===== config.mk =====
export PLATFORM = sky130hd
export DESIGN_NAME = sevenseg_scan_flat
export DESIGN_NICKNAME = d
export VERILOG_FILES = /design/src/rtl/sevenseg_pkg.sv /design/src/rtl/sevenseg_scan_if.sv /design/src/rtl/hex7seg.sv /design/src/rtl/sevenseg_scan.sv /design/src/flat_wrapper.sv
export SDC_FILE = /design/constraint.sdc
export NUM_CORES = 1
export LEC_CHECK = 0
export BUFFER_PORTS_ARGS = -buffer_cell sky130_fd_sc_hd__buf_2
export CAP_MARGIN = 30
export CORE_ASPECT_RATIO = 0.5
export CORE_UTILIZATION = 55
export DETAILED_ROUTE_END_ITERATION = 10
export PLACE_DENSITY = 0.82
export SLEW_MARGIN = 20
export SYNTH_ARGS = -nofsm -noshare
export SYNTH_HDL_FRONTEND = slang
export SYNTH_SLANG_ARGS = --single-unit
export TNS_END_PERCENT = 30

===== constraint.sdc =====
create_clock -name clk_in -period 5.55 [get_ports clk_in]
set_clock_uncertainty 0.1 [all_clocks]
set_input_delay 0.555 -clock clk_in [delete_from_list [all_inputs] [get_ports clk_in]]
set_output_delay 0.555 -clock clk_in [all_outputs]
set_load 0.02 [all_outputs]

===== src/rtl/sevenseg_pkg.sv =====
// Shared types and constants for the multiplexed seven-segment scanner.
package sevenseg_pkg;

    typedef enum logic {
        ST_DEAD  = 1'b0,
        ST_DRIVE = 1'b1
    } state_e;

    // All segments dark (active-low).
    localparam logic [6:0] SEG_OFF = 7'h7F;

    // Hex digit to {g,f,e,d,c,b,a}, active-low; entry 0 is the digit '0'.
    localparam logic [0:15][6:0] HEX_SEG_TBL = {
        7'h40, 7'h79, 7'h24, 7'h30, 7'h19, 7'h12, 7'h02, 7'h78,
        7'h00, 7'h10, 7'h08, 7'h03, 7'h46, 7'h21, 7'h06, 7'h0E
    };

endpackage


===== src/rtl/sevenseg_scan_if.sv =====
// Display bus: the master drives scan strobe and display data, the slave
// drives the anode/segment pins.
interface sevenseg_scan_if #(
    parameter int NUM_DIGITS = 4
);
    logic                      scan_in;
    logic [4*NUM_DIGITS-1:0]   value;
    logic [NUM_DIGITS-1:0]     dp;
    logic [NUM_DIGITS-1:0]     blank;
    logic [NUM_DIGITS-1:0]     an;
    logic [6:0]                seg;
    logic                      dp_n;

    modport master (
        output scan_in, value, dp, blank,
        input  an, seg, dp_n
    );

    modport slave (
        input  scan_in, value, dp, blank,
        output an, seg, dp_n
    );
endinterface


===== src/rtl/hex7seg.sv =====
// Combinational nibble to active-low seven-segment decoder.
module hex7seg
    import sevenseg_pkg::*;
(
    input  logic [3:0] nib,
    output logic [6:0] seg
);
    assign seg = HEX_SEG_TBL[nib];
endmodule


===== src/rtl/sevenseg_scan.sv =====
// Multiplexed seven-segment scanner: steps one digit per rising edge of the
// slow scan strobe, blanks the anodes for DEAD_CYCLES after each step, and
// latches display data once per frame on the wrap back to digit 0.
module sevenseg_scan
    import sevenseg_pkg::*;
#(
    parameter int NUM_DIGITS  = 4,
    parameter int DEAD_CYCLES = 2
) (
    input  logic           clk_in,
    input  logic           reset,
    sevenseg_scan_if.slave bus
);
    localparam int DIG_W = $clog2(NUM_DIGITS);
    localparam int CNT_W = (DEAD_CYCLES > 1) ? $clog2(DEAD_CYCLES) : 1;
    localparam logic [CNT_W-1:0] CNT_INIT  = (DEAD_CYCLES > 0) ? CNT_W'(DEAD_CYCLES - 1) : '0;
    localparam logic [DIG_W-1:0] LAST_DIG  = DIG_W'(NUM_DIGITS - 1);
    localparam state_e           ST_RESET  = (DEAD_CYCLES > 0) ? ST_DEAD : ST_DRIVE;

    state_e                    state_q, state_d;
    logic [DIG_W-1:0]          digit_q, digit_d;
    logic [CNT_W-1:0]          dead_cnt_q, dead_cnt_d;
    logic                      scan_q, scan_d;
    logic [4*NUM_DIGITS-1:0]   value_q, value_d;
    logic [NUM_DIGITS-1:0]     dp_q, dp_d;
    logic [NUM_DIGITS-1:0]     blank_q, blank_d;
    logic                      rise;
    logic [3:0]                nib;
    logic [6:0]                dec_seg;

    // State register; scan_q resets high so a strobe already high at release is not an edge.
    always_ff @(posedge clk_in) begin
        if (reset) begin
            state_q    <= ST_RESET;
            digit_q    <= '0;
            dead_cnt_q <= CNT_INIT;
            scan_q     <= 1'b1;
            value_q    <= '0;
            dp_q       <= '0;
            blank_q    <= '1;
        end else begin
            state_q    <= state_d;
            digit_q    <= digit_d;
            dead_cnt_q <= dead_cnt_d;
            scan_q     <= scan_d;
            value_q    <= value_d;
            dp_q       <= dp_d;
            blank_q    <= blank_d;
        end
    end

    // Next-state: digit stepping, dead-time countdown, frame latch on wrap.
    always_comb begin
        state_d    = state_q;
        digit_d    = digit_q;
        dead_cnt_d = dead_cnt_q;
        value_d    = value_q;
        dp_d       = dp_q;
        blank_d    = blank_q;
        scan_d     = bus.scan_in;
        rise       = bus.scan_in & ~scan_q;
        case (state_q)
            ST_DRIVE: begin
                if (rise) begin
                    if (digit_q == LAST_DIG) begin
                        digit_d = '0;
                        value_d = bus.value;
                        dp_d    = bus.dp;
                        blank_d = bus.blank;
                    end else begin
                        digit_d = digit_q + 1'b1;
                    end
                    if (DEAD_CYCLES > 0) begin
                        state_d    = ST_DEAD;
                        dead_cnt_d = CNT_INIT;
                    end
                end
            end
            default: begin
                // Rises during dead time are dropped on purpose.
                if (dead_cnt_q == '0) state_d = ST_DRIVE;
                else                  dead_cnt_d = dead_cnt_q - 1'b1;
            end
        endcase
    end

    assign nib = value_q[4*digit_q +: 4];

    hex7seg u_dec (
        .nib (nib),
        .seg (dec_seg)
    );

    // Output decode from registered state only.
    always_comb begin
        bus.an   = '1;
        bus.seg  = SEG_OFF;
        bus.dp_n = 1'b1;
        if (state_q == ST_DRIVE && !blank_q[digit_q]) begin
            bus.an   = ~(NUM_DIGITS'(1) << digit_q);
            bus.seg  = dec_seg;
            bus.dp_n = ~dp_q[digit_q];
        end
    end

endmodule


===== src/flat_wrapper.sv =====
// flat-port wrapper written by rule: the top's interface ports become plain ports
module sevenseg_scan_flat import sevenseg_pkg::*;
#(
    parameter int NUM_DIGITS  = 4,
    parameter int DEAD_CYCLES = 2
)
  (clk_in, reset, bus_scan_in, bus_value, bus_dp, bus_blank, bus_an, bus_seg, bus_dp_n);
  sevenseg_scan_if #(.NUM_DIGITS(NUM_DIGITS)) bus_i ();
  input  logic clk_in;
  input  logic reset;
  input wire logic [$bits(bus_i.scan_in)-1:0] bus_scan_in;
  input wire logic [$bits(bus_i.value)-1:0] bus_value;
  input wire logic [$bits(bus_i.dp)-1:0] bus_dp;
  input wire logic [$bits(bus_i.blank)-1:0] bus_blank;
  output wire logic [$bits(bus_i.an)-1:0] bus_an;
  output wire logic [$bits(bus_i.seg)-1:0] bus_seg;
  output wire logic [$bits(bus_i.dp_n)-1:0] bus_dp_n;
  assign bus_i.scan_in = bus_scan_in;
  assign bus_i.value = bus_value;
  assign bus_i.dp = bus_dp;
  assign bus_i.blank = bus_blank;
  assign bus_an = bus_i.an;
  assign bus_seg = bus_i.seg;
  assign bus_dp_n = bus_i.dp_n;
  sevenseg_scan #(.NUM_DIGITS(NUM_DIGITS), .DEAD_CYCLES(DEAD_CYCLES)) u_core (.clk_in(clk_in), .reset(reset), .bus(bus_i));
endmodule

# ---- After elaboration in Yosys (flattened, before gate mapping)
# Memories as Yosys holds them, arrays and structs flattened.
# Cells that the tools add are included.
dict set report word_totals {
  reg_bits 29
  mem_bits_ro 112
  inputBits 27
  elab_cells 41
  mem_count 1
}
dict set report classes {
  n_addsub 2
  n_lt_le_gt_ge 2
  n_eq_ne 2
  n_shift 2
  muxes 16
  bitwise_logic 5
  n_reduce_logical 4
}
# name depth width read_ports rd_ports_with_merged_regs write_ports line_no
set mem_list {}
lappend mem_list {{(no name shown)} 16 7 1 0 0 hex7seg.sv:8} ;# assign seg = HEX_SEG_TBL[nib];
# op count
set op_table {}
lappend op_table {{$mux W7} 3}
lappend op_table {{$shiftx A16 B5 Y4} 1}
lappend op_table {{$mux W1} 9}
lappend op_table {{$ge A5 B5 Y1 const B} 1}
lappend op_table {{$not A4 Y5} 1}
lappend op_table {{$bmux W1 S2} 2}
lappend op_table {{$mux W4} 1}
lappend op_table {{$not A4 Y4} 1}
lappend op_table {{$shl A1 B2 Y4 const A} 1}
lappend op_table {{$lt A2 B3 Y1 const B} 1}
lappend op_table {{$reduce_and A3 Y1} 1}
lappend op_table {{$add A2 B1 Y2 const B} 1}
lappend op_table {{$eq A2 B2 Y1 const B} 1}
lappend op_table {{$mux W2} 1}
lappend op_table {{$ne A2 B2 Y1 const B} 1}
lappend op_table {{$not A1 Y1} 2}
lappend op_table {{$reduce_and A2 Y1} 1}
lappend op_table {{$and A1 B1 Y1} 1}
lappend op_table {{$logic_and A1 B1 Y1} 1}
lappend op_table {{$logic_not A1 Y1} 1}
lappend op_table {{$sub A1 B1 Y1 const B} 1}

# ---- Longest topological paths before layout
dict set report depth {
  ltp_word 6
  depth_mapped 7
  depth_no_buf 6
}

# ---- Cells and area by module
# A second synthesis with hierarchy kept.
dict set report unflattened {
  cells_unflattened 192
  hier_area_um2 1591.5
}
# mod n_inst cells_per_inst area_each_um2 seq_area_each_um2
set by_module_without_submodules {}
lappend by_module_without_submodules {sevenseg_scan 1 156 1335.0 580.6}
lappend by_module_without_submodules {hex7seg 1 36 256.5 0.0}

# ---- Worst setup path before layout
# OpenSTA, ideal clock, no wires.
dict set report synth_path {
  path_type {register to output}
  startpoint {reg u_core.digit_q[0]}
  endpoint {out bus_seg[3]}
  t_arrival_ps 1999
  required_time_ps 4895
  slack_ps 2896
  stages_incl_launch_ff 8
  path_buffers 1
  cell_sequence {dfxtp_1 > buf_6 > mux4_2 > inv_1 > ha_1 > mux2i_1 > and3_1 > a31oi_1}
}
dict set report synth_between {
  elab_chain_len 6
}
# element line_no
set synth_lines {}
lappend synth_lines {{from (decl)} sevenseg_scan.sv:21} ;# logic [DIG_W-1:0] digit_q, digit_d;
lappend synth_lines {{from (signal assigned)} sevenseg_scan.sv:43} ;# digit_q <= digit_d;
lappend synth_lines {{$shiftx A16 B5 Y4} sevenseg_scan.sv:87} ;# assign nib = value_q[4*digit_q +: 4];
lappend synth_lines {{$not A4 Y5 (not written as such)} hex7seg.sv:8}
lappend synth_lines {{$mem_v2 Z16 W7} n/a}
lappend synth_lines {{$mux W7 (not written as such) (2 in series)} hex7seg.sv:8}
lappend synth_lines {{$mux W7 (*)} sevenseg_scan.sv:99} ;# if (state_q == ST_DRIVE && !blank_q[digit_q]) begin
lappend synth_lines {{to (decl)} flat_wrapper.sv:16} ;# output wire logic [$bits(bus_i.seg)-1:0] bus_seg;
# Mark *: on every way between the ends. The rest lies on a longest branch, timed or not. The select of a mux whose other input is x is not followed.

# ---- Final worst setup path
# Ends and elaborated chain as after synthesis.

==> summary.md <==
| Metric | Value |
|---|---|
| Status | `finished clean` |
| Max VDD drop | `0.240 mV` |
| Worst Hold Class | `reg -> reg` |
| Hold_sp | `u_core.value_q[0]` |
| Yosys warning count | `0` |
| Final Hold Fails | `0` |
| Num CTS Buffers | `5` |
| Hold buffers post-CTS | `0` |
| Initial Utilization | `0.629` |
| Crit-path max cell delay | `730 ps` |
| Max Root-Sink Buffers | `2` |
| Die height | `39.1 um` |
| Core Footprint | `2400 sq um` |
| R2r startpoint | `u_core.digit_q[0]` |
| Leakage | `0.671 nW` |
| Drt pass-1 iters | `4` |
| Syn Nets | `219` |
| Crit path max fanout | `13` |
| Fin crit share | `0.612` |
| Ant diodes | `0` |
| Hold Crit Depth | `2` |
| CP startpoint | `u_core.digit_q[0]` |
| Final Power | `453 uW` |
| First-pass GRT wire length | `5490 um` |
| I/O pin total | `39` |
| Clock root cell | `clkbuf_8` |
| Critical Path Start Type | `flip-flop` |
| Mapped Area | `1510 sq um` |
| Post-layout nets | `251` |
| GRT Total Usage | `0.252` |
| Post-CTS setup buffers | `0` |
| Register bit total from synthesis | `29` |
| Main combinational cell family by area after synthesis | `simple AND/OR/NAND/NOR gates` |
| Max-cap violations | `0` |
| Largest cells by area after synthesis | `dfxtp_1 38%, nand2_1 14%, mux4_2 8.9%, a21oi_1 8.3%, ha_1 8.3%` |
| Area share of fa/ha/maj cells after synthesis | `0.0828` |
| Synth cell types | `27` |
| Post-synth EDFFs | `0` |
| WL final | `3290 um` |
| Design area | `1790 sq um` |
| CTS tree | `done` |
| Placement Cell Area | `1680 sq um` |
| Initial antenna violation count | `0` |
| Post-Place Worst Slack | `2490 ps` |
| Share of layout cells above drive strength 1 | `0.247` |
| Setup CP Type | `reg -> out` |
| Slew headroom | `0.379` |
| Crit-path cells | `mux4_2, nor2b_1, and3_1, a31oi_1, buf_2` |
| Wire length per cell | `13.1 um` |
| Post-CTS sizing | `0` |
| Simple-Gate Fraction of Synth Area | `0.234` |
| Final setup violation count | `0` |
| FF-to-FF End | `u_core.dp_q[2]` |
| Crit path DAT | `2740 ps` |
| RePlAce Congestion | `0.821` |
| Minimum clock period | `3400 ps` |
| Final hold slack | `355 ps` |
| Syn_area_per_cell | `8.30 sq um` |
| CP max-delay cell | `nor2b_1` |
| Post-synth top area cell | `dfxtp_1` |
| Setup Total Neg Slack | `0 ps` |
| # rows | `12` |
| Hpwl dp | `2230 um` |
| Worst-Skew Late Latency | `280 ps` |
| Post-synthesis compound-gate area fraction | `0.126` |
| Crit path capture type | `primary output` |
| Max Clock Freq | `294 MHz` |
| CTS Sinks | `29` |
| IO Port Bufs | `38` |
| Number of remaining DRC errors | `0` |
| Worst path required time | `4890 ps` |
| Vias per cell | `5.38` |
| Fin. max-slew vios | `0` |
| Largest net degree at the start of global routing | `30` |
| R2R setup slack | `3430 ps` |
| DIE AREA | `2970 sq um` |
| Register area share after synthesis | `0.384` |
| Worst slew pin tran | `929 ps` |
| Ys flop type | `dfxtp_1` |
| Die width | `76.1 um` |
| Post-synthesis instance total | `182` |
| Final worst slack | `2150 ps` |
| Via count | `1345` |
| Antenna viol nets, final | `0` |
| Multiplexer area fraction after synthesis | `0.110` |
| Clock-pin slew on the worst setup and hold paths | `60 ps` |
| P per Cell Area | `253 nW/um^2` |
| Area growth syn-to-layout | `18.6%` |
| Initial drt markers | `94` |
| Post-synthesis xor/xnor area fraction | `0` |
| RSZ-0062 raised after global routing | `false` |
| Synth top area share | `0.384` |
| Hold Path End | `u_core.value_q[0]` |
| FF-to-FF path depth | `4` |
| Number of global-route vias before repair | `1257` |
| H-Tree Depth | `2` |
| Overflow after GRT | `0` |
| Ys async rst share | `0` |
==> per-stage QoR <==
stage / std cells / util
after floorplan: 182 / -
final: 250 / 0.746
after CTS: 250 / 0.746
after detailed placement: 242 / 0.698
after global routing: 250 / 0.746
after global placement: 242 / 0.698
==> worst max-delay path, delay by kind of cell, from the launching register on <==
| kind | cells | cell delay [ps] |
|---|---|---|
| simple gates | 2 | 1010 |
| compound gates | 1 | 50 |
| buf+inv | 1 | 210 |
| mux | 1 | 560 |
| flops | 1 | 630 |
==> sequential cells by signal, summed over array words and instances, names as in the netlist <==
register and cells:
u_core.dp_q 4, u_core.blank_q 4, u_core.state_q 1, u_core.scan_q 1, u_core.dead_cnt_q 1, u_core.digit_q 2
u_core.value_q 16
==> kinds of logic (layout without fill, tap and decap cells) <==
group	count (synthesis)	in the layout
compound gates	34	34
fa+ha+maj	10	10
buf+inv	20	53
flops	29	29
mux	9	9
simple gates	80	80
==> layout by cell type (no fill, tap or decap), types with 2 or more instances in the layout <==
master | synthesis | final
nand2_1 | 56 | 56
buf_2 | 4 | 38
dfxtp_1 | 29 | 29
a21oi_1 | 25 | 25
ha_1 | 10 | 10
inv_1 | 7 | 7
mux4_2 | 6 | 6
nor2_1 | 6 | 6
clkbuf_8 | 0 | 6
nor2b_1 | 4 | 4
o221ai_1 | 4 | 4
nand3b_1 | 4 | 4
nand2b_1 | 3 | 3
mux2i_1 | 2 | 2
and3b_1 | 2 | 2
==> where the power goes <==
group	switching, mW	total [mW]	internal [mW]	leakage [nW]
Sequential	0.00179	0.212	0.210	0.235
Combinational	0.00702	0.0165	0.00948	0.378
Clock	0.0783	0.224	0.146	0.0585
==> Yosys cell counts, drive strengths merged (3+ instances only) <==
cell and count:
nand2 56, dfxtp 29, a21oi 25, ha 10, clkbuf 7, inv 7, buf 6, mux4 6
nor2 6, nand3b 4, nor2b 4, o221ai 4, nand2b 3
==> worst max path at each step <==
| stage | depth (start not counted) | to |
|---|---|---|
| after floorplan | 7 | bus_seg[3] |
| after global placement | 5 | bus_seg[3] |
| after detailed placement | 5 | bus_seg[3] |
| after CTS | 5 | bus_seg[3] |
| after global routing | 5 | bus_seg[3] |
| final | 5 | bus_seg[3] |
==> per-layer routing <==
layer	vias to the layer above	wire length (um)	GRT usage
met5	-	0	0
met4	0	33	0.0721
met3	7	175	0.0941
met2	55	1510	0.459
met1	611	1570	0.290
li1	672	-	-
==> layout make-up <==
class / instances / area (sq um)
multi-input cells: 133 / 836
inverters: 7 / 26.3
clock inverters: 1 / 30.0
well taps: 35 / 43.8
clock buffers: 7 / 86.3
repair buffers: 38 / 190
flip-flops and latches: 29 / 581
fillers: 189 / 609
(Power assumes the default switching activity.)
